[src/rtl/fwvip_wb_pkg.sv]
// fwvip_wb_pkg: shared types and field layout for the Wishbone target pipe.
//   state_t      : target state machine encoding (IDLE/ACTIVE/DRAIN)
//   RSP_*_LSB    : bit positions inside a response word {dat, err}
//   REQ_SEL_LSB  : start of sel inside a request word {adr, dat_w, we, sel}
//   req_*_lsb()  : remaining request field positions, which depend on data width
package fwvip_wb_pkg;
    typedef enum logic [1:0] {IDLE, ACTIVE, DRAIN} state_t;
    localparam int RSP_ERR_LSB = 0;
    localparam int RSP_DAT_LSB = 1;
    localparam int REQ_SEL_LSB = 0;
    function automatic int req_we_lsb(input int dw);
        return dw / 8;
    endfunction
    function automatic int req_dat_lsb(input int dw);
        return dw / 8 + 1;
    endfunction
    function automatic int req_adr_lsb(input int dw);
        return dw + dw / 8 + 1;
    endfunction
endpackage

[src/rtl/fwvip_wb_target_fifo.sv]
// fwvip_wb_target_fifo: DEPTH-entry request FIFO with synchronous flush.
//   clock, reset_n : clock, asynchronous active-low reset
//   push, din      : write din when not full
//   pop, dout      : dout is the head entry; pop advances it when not empty
//   flush          : drops every stored entry (wins over push/pop)
//   full, empty    : occupancy flags
module fwvip_wb_target_fifo #(
    parameter int WIDTH = 8,
    parameter int DEPTH = 4
) (
    input  logic             clock,
    input  logic             reset_n,
    input  logic             push,
    input  logic             pop,
    input  logic             flush,
    input  logic [WIDTH-1:0] din,
    output logic [WIDTH-1:0] dout,
    output logic             full,
    output logic             empty
);
    localparam int AW = $clog2(DEPTH);
    logic [WIDTH-1:0] mem [DEPTH];
    logic [AW:0]      wp, rp;
    logic             do_push, do_pop;
    // Pointers carry one extra wrap bit so full and empty are distinguishable.
    assign empty   = wp == rp;
    assign full    = wp[AW] != rp[AW] && wp[AW-1:0] == rp[AW-1:0];
    assign dout    = mem[rp[AW-1:0]];
    assign do_push = push && !full && !flush;
    assign do_pop  = pop && !empty && !flush;
    always_ff @(posedge clock or negedge reset_n) begin
        if (!reset_n) begin
            wp <= '0;
            rp <= '0;
        end else if (flush) begin
            wp <= '0;
            rp <= '0;
        end else begin
            if (do_push) wp <= wp + 1'b1;
            if (do_pop) rp <= rp + 1'b1;
        end
    end
    always_ff @(posedge clock) begin
        if (do_push) mem[wp[AW-1:0]] <= din;
    end
endmodule

[src/rtl/fwvip_wb_target_pipe.sv]
// fwvip_wb_target_pipe: Wishbone B4 pipelined target bridged to ready/valid request/response streams.
//   clock, reset_n            : clock, asynchronous active-low reset
//   tadr/tdat_w/tsel/tcyc/tstb/twe : Wishbone request inputs
//   tdat_r/tack/terr/tstall   : Wishbone response and flow-control outputs
//   req_dat/req_valid/req_ready : outgoing requests packed {adr, dat_w, we, sel}
//   rsp_dat/rsp_valid/rsp_ready : incoming responses packed {dat, err}
// Optional watchdog: define FWVIP_WB_TARGET_TIMEOUT_EN to terminate with terr
// a transaction whose response takes TIMEOUT_CYCLES; the late response is dropped.
module fwvip_wb_target_pipe
    import fwvip_wb_pkg::*;
#(
    parameter int ADDR_WIDTH     = 32,
    parameter int DATA_WIDTH     = 32,
    parameter int DEPTH          = 4,
    parameter int TIMEOUT_CYCLES = 256,
    localparam int REQ_WIDTH     = ADDR_WIDTH + DATA_WIDTH + 1 + DATA_WIDTH / 8,
    localparam int RSP_WIDTH     = DATA_WIDTH + 1
) (
    input  logic                    clock,
    input  logic                    reset_n,
    input  logic [ADDR_WIDTH-1:0]   tadr,
    input  logic [DATA_WIDTH-1:0]   tdat_w,
    input  logic [DATA_WIDTH/8-1:0] tsel,
    input  logic                    tcyc,
    input  logic                    tstb,
    input  logic                    twe,
    output logic [DATA_WIDTH-1:0]   tdat_r,
    output logic                    tack,
    output logic                    terr,
    output logic                    tstall,
    output logic [REQ_WIDTH-1:0]    req_dat,
    output logic                    req_valid,
    input  logic                    req_ready,
    input  logic [RSP_WIDTH-1:0]    rsp_dat,
    input  logic                    rsp_valid,
    output logic                    rsp_ready
);
    localparam int CW = $clog2(DEPTH + 1);
    localparam logic [CW-1:0] FULL_CNT = CW'(DEPTH);
    if (DEPTH < 2 || (DEPTH & (DEPTH - 1)) != 0 || DATA_WIDTH % 8 != 0 || TIMEOUT_CYCLES < 1) begin : g_bad_cfg
        $error("fwvip_wb_target_pipe: unsupported parameter set");
    end
    state_t                state, state_n;
    logic [CW-1:0]         outstanding, issued;
    logic                  fifo_full, fifo_empty, push, pop, flush, accept;
    logic                  rsp_fire, live, drop, wd_hit, term, ack_en, rsp_err;
    logic [DATA_WIDTH-1:0] rsp_data;
    assign rsp_err   = rsp_dat[RSP_ERR_LSB];
    assign rsp_data  = rsp_dat[RSP_DAT_LSB +: DATA_WIDTH];
    assign tstall    = outstanding == FULL_CNT || state != ACTIVE;
    assign accept    = tcyc && tstb && !tstall;
    assign push      = accept && !fifo_full;
    assign req_valid = !fifo_empty;
    assign pop       = req_valid && req_ready;
    // Leaving ACTIVE with work in flight: unsent requests are dropped here.
    assign flush     = state == ACTIVE && !tcyc && outstanding != '0;
    assign rsp_fire  = rsp_valid && rsp_ready;
    assign live      = rsp_fire && !drop;
    assign term      = tack || terr;
    // Only terminate towards a master that still holds the cycle; a response
    // landing on the cycle that leaves ACTIVE is discarded like a drained one.
    assign ack_en    = state == ACTIVE && tcyc;
    fwvip_wb_target_fifo #(
        .WIDTH(REQ_WIDTH),
        .DEPTH(DEPTH)
    ) u_fifo (
        .clock  (clock),
        .reset_n(reset_n),
        .push   (push),
        .pop    (pop),
        .flush  (flush),
        .din    ({tadr, tdat_w, twe, tsel}),
        .dout   (req_dat),
        .full   (fifo_full),
        .empty  (fifo_empty)
    );
`ifdef FWVIP_WB_TARGET_TIMEOUT_EN
    localparam int WW = $clog2(TIMEOUT_CYCLES + 1);
    logic [WW-1:0] wd_cnt;
    logic [CW-1:0] late;
    // Responses owed to timed-out transactions come first (in order) and are swallowed.
    assign drop      = late != '0;
    assign wd_hit    = issued != '0 && !rsp_fire && wd_cnt == WW'(TIMEOUT_CYCLES);
    assign rsp_ready = issued != '0 || drop;
    always_ff @(posedge clock or negedge reset_n) begin
        if (!reset_n) begin
            wd_cnt <= '0;
            late   <= '0;
        end else begin
            wd_cnt <= (rsp_fire || issued == '0 || wd_hit) ? '0 : wd_cnt + 1'b1;
            late   <= late + CW'(wd_hit) - CW'(rsp_fire && drop);
        end
    end
`else
    assign drop      = 1'b0;
    assign wd_hit    = 1'b0;
    assign rsp_ready = issued != '0;
`endif
    always_comb begin
        state_n = state == IDLE   ? (tcyc ? ACTIVE : IDLE) :
                  state == ACTIVE ? (tcyc ? ACTIVE : (outstanding == '0 ? IDLE : DRAIN)) :
                  (issued == '0 && fifo_empty) ? IDLE : DRAIN;
    end
    always_ff @(posedge clock or negedge reset_n) begin
        if (!reset_n) begin
            state       <= IDLE;
            outstanding <= '0;
            issued      <= '0;
            tack        <= 1'b0;
            terr        <= 1'b0;
            tdat_r      <= '0;
        end else begin
            state       <= state_n;
            outstanding <= flush ? '0 : outstanding + CW'(accept) - CW'(term);
            issued      <= issued + CW'(pop) - CW'(live) - CW'(wd_hit);
            tack        <= live && ack_en && !rsp_err;
            terr        <= (live && ack_en && rsp_err) || (wd_hit && ack_en);
            if (live && ack_en) tdat_r <= rsp_data;
        end
    end
endmodule

[config.mk]
export PLATFORM = sky130hd
export DESIGN_NAME = fwvip_wb_target_pipe
export DESIGN_NICKNAME = d
export VERILOG_FILES = /design/src/rtl/fwvip_wb_pkg.sv /design/src/rtl/fwvip_wb_target_fifo.sv /design/src/rtl/fwvip_wb_target_pipe.sv
export SDC_FILE = /design/constraint.sdc
export NUM_CORES = 1
export LEC_CHECK = 0
export ABC_CLOCK_PERIOD_IN_PS = 2930
export CORE_MARGIN = 10
export CORE_UTILIZATION = 33
export CTS_CLUSTER_DIAMETER = 30
export DETAILED_ROUTE_END_ITERATION = 12
export GPL_ROUTABILITY_DRIVEN = 0
export PLACE_DENSITY = 0.64
export SYNTH_ARGS = -nofsm -noshare
export SYNTH_HDL_FRONTEND = slang
export SYNTH_SLANG_ARGS = --single-unit
[constraint.sdc]
create_clock -name clock -period 2.93 [get_ports clock]
set_input_delay 0.586 -clock clock [delete_from_list [all_inputs] [get_ports clock]]
set_output_delay 0.586 -clock clock [all_outputs]
set_load 0.005 [all_outputs]
==> impl_metrics.ini, run 1 <==
[clock_tree]
htree_levels = 3
cts_tree = yes
clk-insertion-delay-late_ps = 550
cts_buffer_depth = 3
cts_buffers = 69
cts_root_buf = clkbuf_16
cts_sinks = 324
clk_pin_slew_ps = 40

[logic_synthesis]
yosysWarnings = 0
ys_types = 37
synth_seq_cells = 324
syn_inst = 517
async_flop_share_pct = 14.81
syn_area_sq_mm = 0.01218
avgSynthCellArea_sq_um = 23.56
yosysSeqAreaShare_pct = 77.91
synth_edf_count = 276
synthFlopType = edfxtp_1
syn_nets = 636

[detailed_routing]
vias_per_cell = 4.623
drtPass1Iterations = 4
postRouteAntennaNets = 0
via_count = 6167
highest_layer = met4
met3_length_microns = 2499
drt_iter0_drc = 276
drt_wl_total_microns = 27580
wl_per_cell_microns = 20.67
drc_errors = 0
met2_wirelength_microns = 13240
drt-met1-wl_microns = 11360

[floorplan]
fp.dieH_microns = 212.1
io_pins = 214
die_w_microns = 212.1
die-area_sq_mm = 0.04499
row_count = 70
start_util_pct = 33.35
core-area_sq_mm = 0.03652

[layout]
fin_nets = 929
syn_to_final_growth_pct = 45.39
final_cell_mix = edfxtp_1 (276), clkdlybuf4s50_1 (155), clkbuf_16 (71)
final_common_cell = edfxtp_1
drive_above_1_share_pct = 29.36

[setup_path]
cp-start-kind = flop
critPathKind = reg2out
end_kind = primary output
cp_data_arrival_time_ps = 2270
worstReg2RegEnd = issued[2]$_DFF_PN0_
path_max_fanout = 7
r2r-start = u_fifo.rp[0]$_DFFE_PN0P_
required_ps = 2340
r2r_cells = 9
r2r_slack_ps = 520
endpoint = req_dat[59]
worstSetupStartpoint = u_fifo.rp[0]$_DFFE_PN0P_

[timing]
maxSlewViolCount = 0
max_freq_ghz = 0.3497
worstMarginPinSlew_ps = 807.1
rsz0062_at_grt = false
setup_tns_ps = 0
setup_viol = 0
finalCritPeriodShare_pct = 97.59
hold_viol = 0
period_minus_slack_ps = 2859
skew_ps = 17.07
relSlewSlack_pct = 46.19

[hold_path]
hp-class = in2async

[place]
place_hpwl_microns = 16530
port_buffers = 213

[power_and_ir_drop]
p_total_mw = 17.66
power-per-cell-area_mw_per_mm2 = 997.5
cellLeakagePower_nw = 6.458
vdd_drop_max_mv = 0.4746

[grt]
grt_pass1_wl_microns = 42370
antenna_found_initial = 1
grt_max_degree = 41
grt.overflow.total = 0
first_global_vias = 7006
grt.total_usage_pct = 12.49

[flow_run]
drv_cap = 0

[run_status]
status = finished clean
-- critical path, cell delays in order (launching register included) --
cell	delay (ps)
dfrtp_4	440
buf_6	150
buf_16	150
mux4_2	490
clkdlybuf4s50_1	490
-- synthesized netlist by cell type (6+ instances only) --
master	n	area share, %
ha_1	9	0.92
buf_2	9	0.37
nor2_1	6	0.18
and2_1	6	0.31
clkbuf_1	7	0.22
inv_1	8	0.25
mux4_2	69	13
dfrtp_1	48	9.9
edfxtp_1	276	68
mux2_4	28	3.5
xnor2_1	6	0.43
-- kinds of logic after synthesis --
kind of cell | synth area share [%]
compound gates | 0.3288
fa+ha+maj | 1.253
flops | 77.91
buf+inv | 1.377
mux | 16.76
simple gates | 1.726
xor+xnor | 0.6473
-- state kept, by name, summed over array words and instances, names as in the netlist --
name / count
terr: 1
u_fifo.rp: 3
u_fifo.mem: 276
u_fifo.wp: 3
issued: 3
state: 2
tack: 1
outstanding: 3
tdat_r: 32
-- final cells by class --
| cell class | instances | area (sq um) |
|---|---|---|
| well taps | 468 | 585.6 |
| multi-input cells | 165 | 2556 |
| repair buffers | 242 | 2631 |
| inverters | 8 | 30.03 |
| flip-flops and latches | 324 | 9497 |
| diodes | 1 | 2.502 |
| clock inverters | 45 | 560.5 |
| clock buffers | 81 | 1844 |
| fillers | 3016 | 18820 |
-- metal layers --
layer  global-route usage [%]  up-vias
met1                    15.26     3171
met2                    19.27      219
li1                         -     2736
met5                        0        -
met4                    4.885        0
met3                    5.272       41
-- timing repair --
action                     4_1_cts  5_1_grt
hold buffers                     0        0
gates cloned                     4        0
resized for setup               47       20
setup endpoints to repair       69       18
buffers inserted                 6        0
-- where the power goes --
group	internal [mW]	total, mW	switching [mW]
sequential	5.35	5.58	0.228
clock	5.53	7.89	2.36
combinational	2.59	4.20	1.61
total	13.5	17.7	4.20
-- stage by stage --
step           cells  utilization (%)  setup WS (ps)  instance area, sq um  hold slack [ps]
3_3_place_gp    1197            41.32          308.7                 15090            463.2
4_1_cts         1333            48.31          16.04                 17650            109.5
2_1_floorplan    517                -          457.6                 12180            290.4
5_1_grt         1333            48.48          1.513                 17700            165.2
3_5_place_dp    1197            41.32          288.0                 15090            453.7
6_report        1334            48.48          70.63                 17710            123.7
-- worst min path at each step --
stage                        from                     end  slack [ps]  cells past startpoint
2_1_floorplan             reset_n     issued[0]$_DFF_PN0_         290                      0
3_3_place_gp   state[1]$_DFF_PN0_      state[0]$_DFF_PN0_         460                      1
3_5_place_dp   state[1]$_DFF_PN0_      state[0]$_DFF_PN0_         450                      1
4_1_cts                   reset_n  tdat_r[27]$_DFFE_PN0P_         110                      1
5_1_grt                   reset_n  tdat_r[29]$_DFFE_PN0P_         170                      1
6_report                  reset_n  tdat_r[29]$_DFFE_PN0P_         120                      1
Power figures use the tool's default switching activity.
==> inputs of run 2 (changes only) <==
--- a/config.mk
+++ b/config.mk
@@ -5,6 +5,7 @@
 export SDC_FILE = /design/constraint.sdc
 export NUM_CORES = 1
 export LEC_CHECK = 0
+export ABC_AREA = 1
 export ABC_CLOCK_PERIOD_IN_PS = 2930
 export CORE_MARGIN = 10
 export CORE_UTILIZATION = 33
==> impl_metrics.ini, run 2 <==
[setup_path]
cp-start-kind = flop
end_kind = primary output
critPathKind = reg2out
r2r_cells = 10
cp_num_cells = 4
path_delay_family = buffers and inverters
path_max_fanout = 42
slowest_delay_ps = 570
required_ps = 2340
path_buf_inv = 2
crit_slowest_cell = dfrtp_4
cp_data_arrival_time_ps = 2320
crit_chain = buf_16 > o21ai_0 > o22ai_1 > clkdlybuf4s50_1

[detailed_routing]
drc_errors = 0
met3_length_microns = 2194
via_count = 8256
drt-met1-wl_microns = 14990
wl_per_cell_microns = 18.84
drtPass1Iterations = 5
drt_iter0_drc = 632
met2_wirelength_microns = 15350
highest_layer = met4
postRouteAntennaNets = 0
drt_wl_total_microns = 33040
vias_per_cell = 4.707

[clock_tree]
cts_buffers = 69
clk-insertion-delay-late_ps = 570
cts_buffer_depth = 3
cts_sinks = 324
cts_root_buf = clkbuf_16
cts_tree = yes
htree_levels = 3
clk_pin_slew_ps = 40

[grt]
grt.overflow.total = 0
grt_pass1_wl_microns = 46950
grt_max_degree = 84
grt.total_usage_pct = 12.87
antenna_found_initial = 0
first_global_vias = 8339

[logic_synthesis]
synthFlopType = edfxtp_1
synth_top_area_cell = edfxtp_1
synth_edf_count = 276
async_flop_share_pct = 14.81
yosysSeqAreaShare_pct = 75.89
syn_inst = 920
avgSynthCellArea_sq_um = 13.59
yosys.area.top_type_share_pct = 66.29
yosysWarnings = 0
syn_area_sq_mm = 0.01250
synth_seq_cells = 324
synth_commonest_cells = edfxtp_1 (276), nor2_1 (151), o21ai_0 (97)
synth.area.top_cells = edfxtp_1 (66%), dfrtp_1 (9.6%), nor2_1 (4.5%)
yosysMostFrequentCell = edfxtp_1
ys_types = 29
syn_nets = 1039

[timing]
maxSlewViolCount = 0
setup_viol = 0
rsz0062_at_grt = true
period_minus_slack_ps = 2909
max_freq_ghz = 0.3437
finalCritPeriodShare_pct = 99.30
hold_viol = 0
worstMarginPinSlew_ps = 493.2
holdWs_ps = 462.5
relSlewSlack_pct = 67.12
setup_tns_ps = 0
skew_ps = 16.80

[layout]
seqCellArea_sq_mm = 0.009494
fin_nets = 1306
nFillCells = 3273
syn_to_final_growth_pct = 45.89
largest_reg_flops = 276
n_antenna_cell = 0
fin_util_pct = 48.66
drive_above_1_share_pct = 16.89
fin_area_sq_mm = 0.01824
multi_input_area_sq_mm = 0.002633
final_common_cell = edfxtp_1
final_cell_mix = edfxtp_1 (276), clkdlybuf4s50_1 (174), nor2_1 (147)

[floorplan]
die_w_microns = 214.7
core-area_sq_mm = 0.03749
fp.dieH_microns = 214.7
die-area_sq_mm = 0.04607
row_count = 71
io_pins = 214
start_util_pct = 33.35

[run_status]
status = finished clean

[place]
port_buffers = 213
place_area_sq_mm = 0.01530
place_hpwl_microns = 18100

[flow_run]
drv_cap = 0

[power_and_ir_drop]
cellLeakagePower_nw = 6.975
power-per-cell-area_mw_per_mm2 = 1057
vdd_drop_max_mv = 0.6641

[hold_path]
hp-class = reg2reg
min_path_cells = 1
==> run 2: cell count changes in the layout (fill, tap and decap cells not counted), sizes merged, moves of 52 or more <==
cell / before / now
o21ai: 1 / 171
inv: 11 / 66
nand2: 5 / 57
o22ai: 0 / 69
nor2: 6 / 152
mux4: 69 / 0
==> run 2: power by group <==
part,internal (mW),total (mW),switching [mW]
Clock,5.27,7.83,2.56
Combinational,2.85,5.79,2.94
Sequential,5.41,5.66,0.247
==> run 2: worst paths after layout <==
| check | startpoint | end | slack (ps) |
|---|---|---|---|
| max | u_fifo.rp[0]$_DFFE_PN0P_ | req_dat[50] | 20 |
| min | state[1]$_DFF_PN0_ | state[0]$_DFF_PN0_ | 460 |
| max reg2reg | u_fifo.rp[0]$_DFFE_PN0P_ | issued[2]$_DFF_PN0_ | 510 |
| min reg2reg | state[1]$_DFF_PN0_ | state[0]$_DFF_PN0_ | 460 |
| max in group asynchronous | reset_n | u_fifo.rp[0]$_DFFE_PN0P_ | 1740 |
| min in group asynchronous | reset_n | tdat_r[10]$_DFFE_PN0P_ | 530 |
==> run 2: cells by family after synthesis <==
family / Yosys count / synth area share [%]
DFF: 324 / 75.89
AOI/OAI and AO/OA: 240 / 10.69
and+or+nand+nor: 229 / 7.485
buffers and inverters: 110 / 4.293
adders and majority gates: 11 / 1.221
xor gates and xnor gates: 6 / 0.4203
==> run 2: layer usage <==
layer  up-vias  GRT usage [%]
met2       266          20.12
met4         0          4.632
met3        38          4.415
met5         -              0
met1      4063          16.28
li1       3889              -
==> run 2: stage by stage <==
| stage | instances | setup WS, ps | power (mW) |
|---|---|---|---|
| after floorplan | 920 | -373.9 | 8.156 |
| after global placement | 1613 | 306.1 | 10.87 |
| after detailed placement | 1613 | 288.5 | 10.95 |
| after CTS | 1741 | -69.88 | 18.90 |
| after global routing | 1754 | -74.89 | 20.25 |
| final | 1754 | 20.52 | 19.28 |
==> run 2: timing repair <==
action,in CTS,in global routing
endpoints found under the hold margin,19,0
gates cloned,0,11
endpoints found under the setup margin,52,63
gates resized for setup,5,70
setup buffers,0,2
pin swaps,1,6
hold buffers,1,0
==> run 2: worst register-to-register path, stage by stage (launching register included) <==
cell and delay (ps):
dfrtp_4 580, clkbuf_16 280, nand2_2 100, nand2_2 80, nand3_4 120, nand2_2 100, ha_1 280, inv_1 40
ha_1 180, fa_1 370, xor2_1 160
==> run 2: area by class of cell <==
type                       instances  share of cell area, %
inverter                          57                  1.242
timing repair buffer             248                  15.58
multi-input combinational        486                  14.43
clock buffer                      74                  9.569
timing repair inverter             1                0.04801
tap                              511                  3.505
sequential                       324                  52.05
clock inverter                    53                  3.574
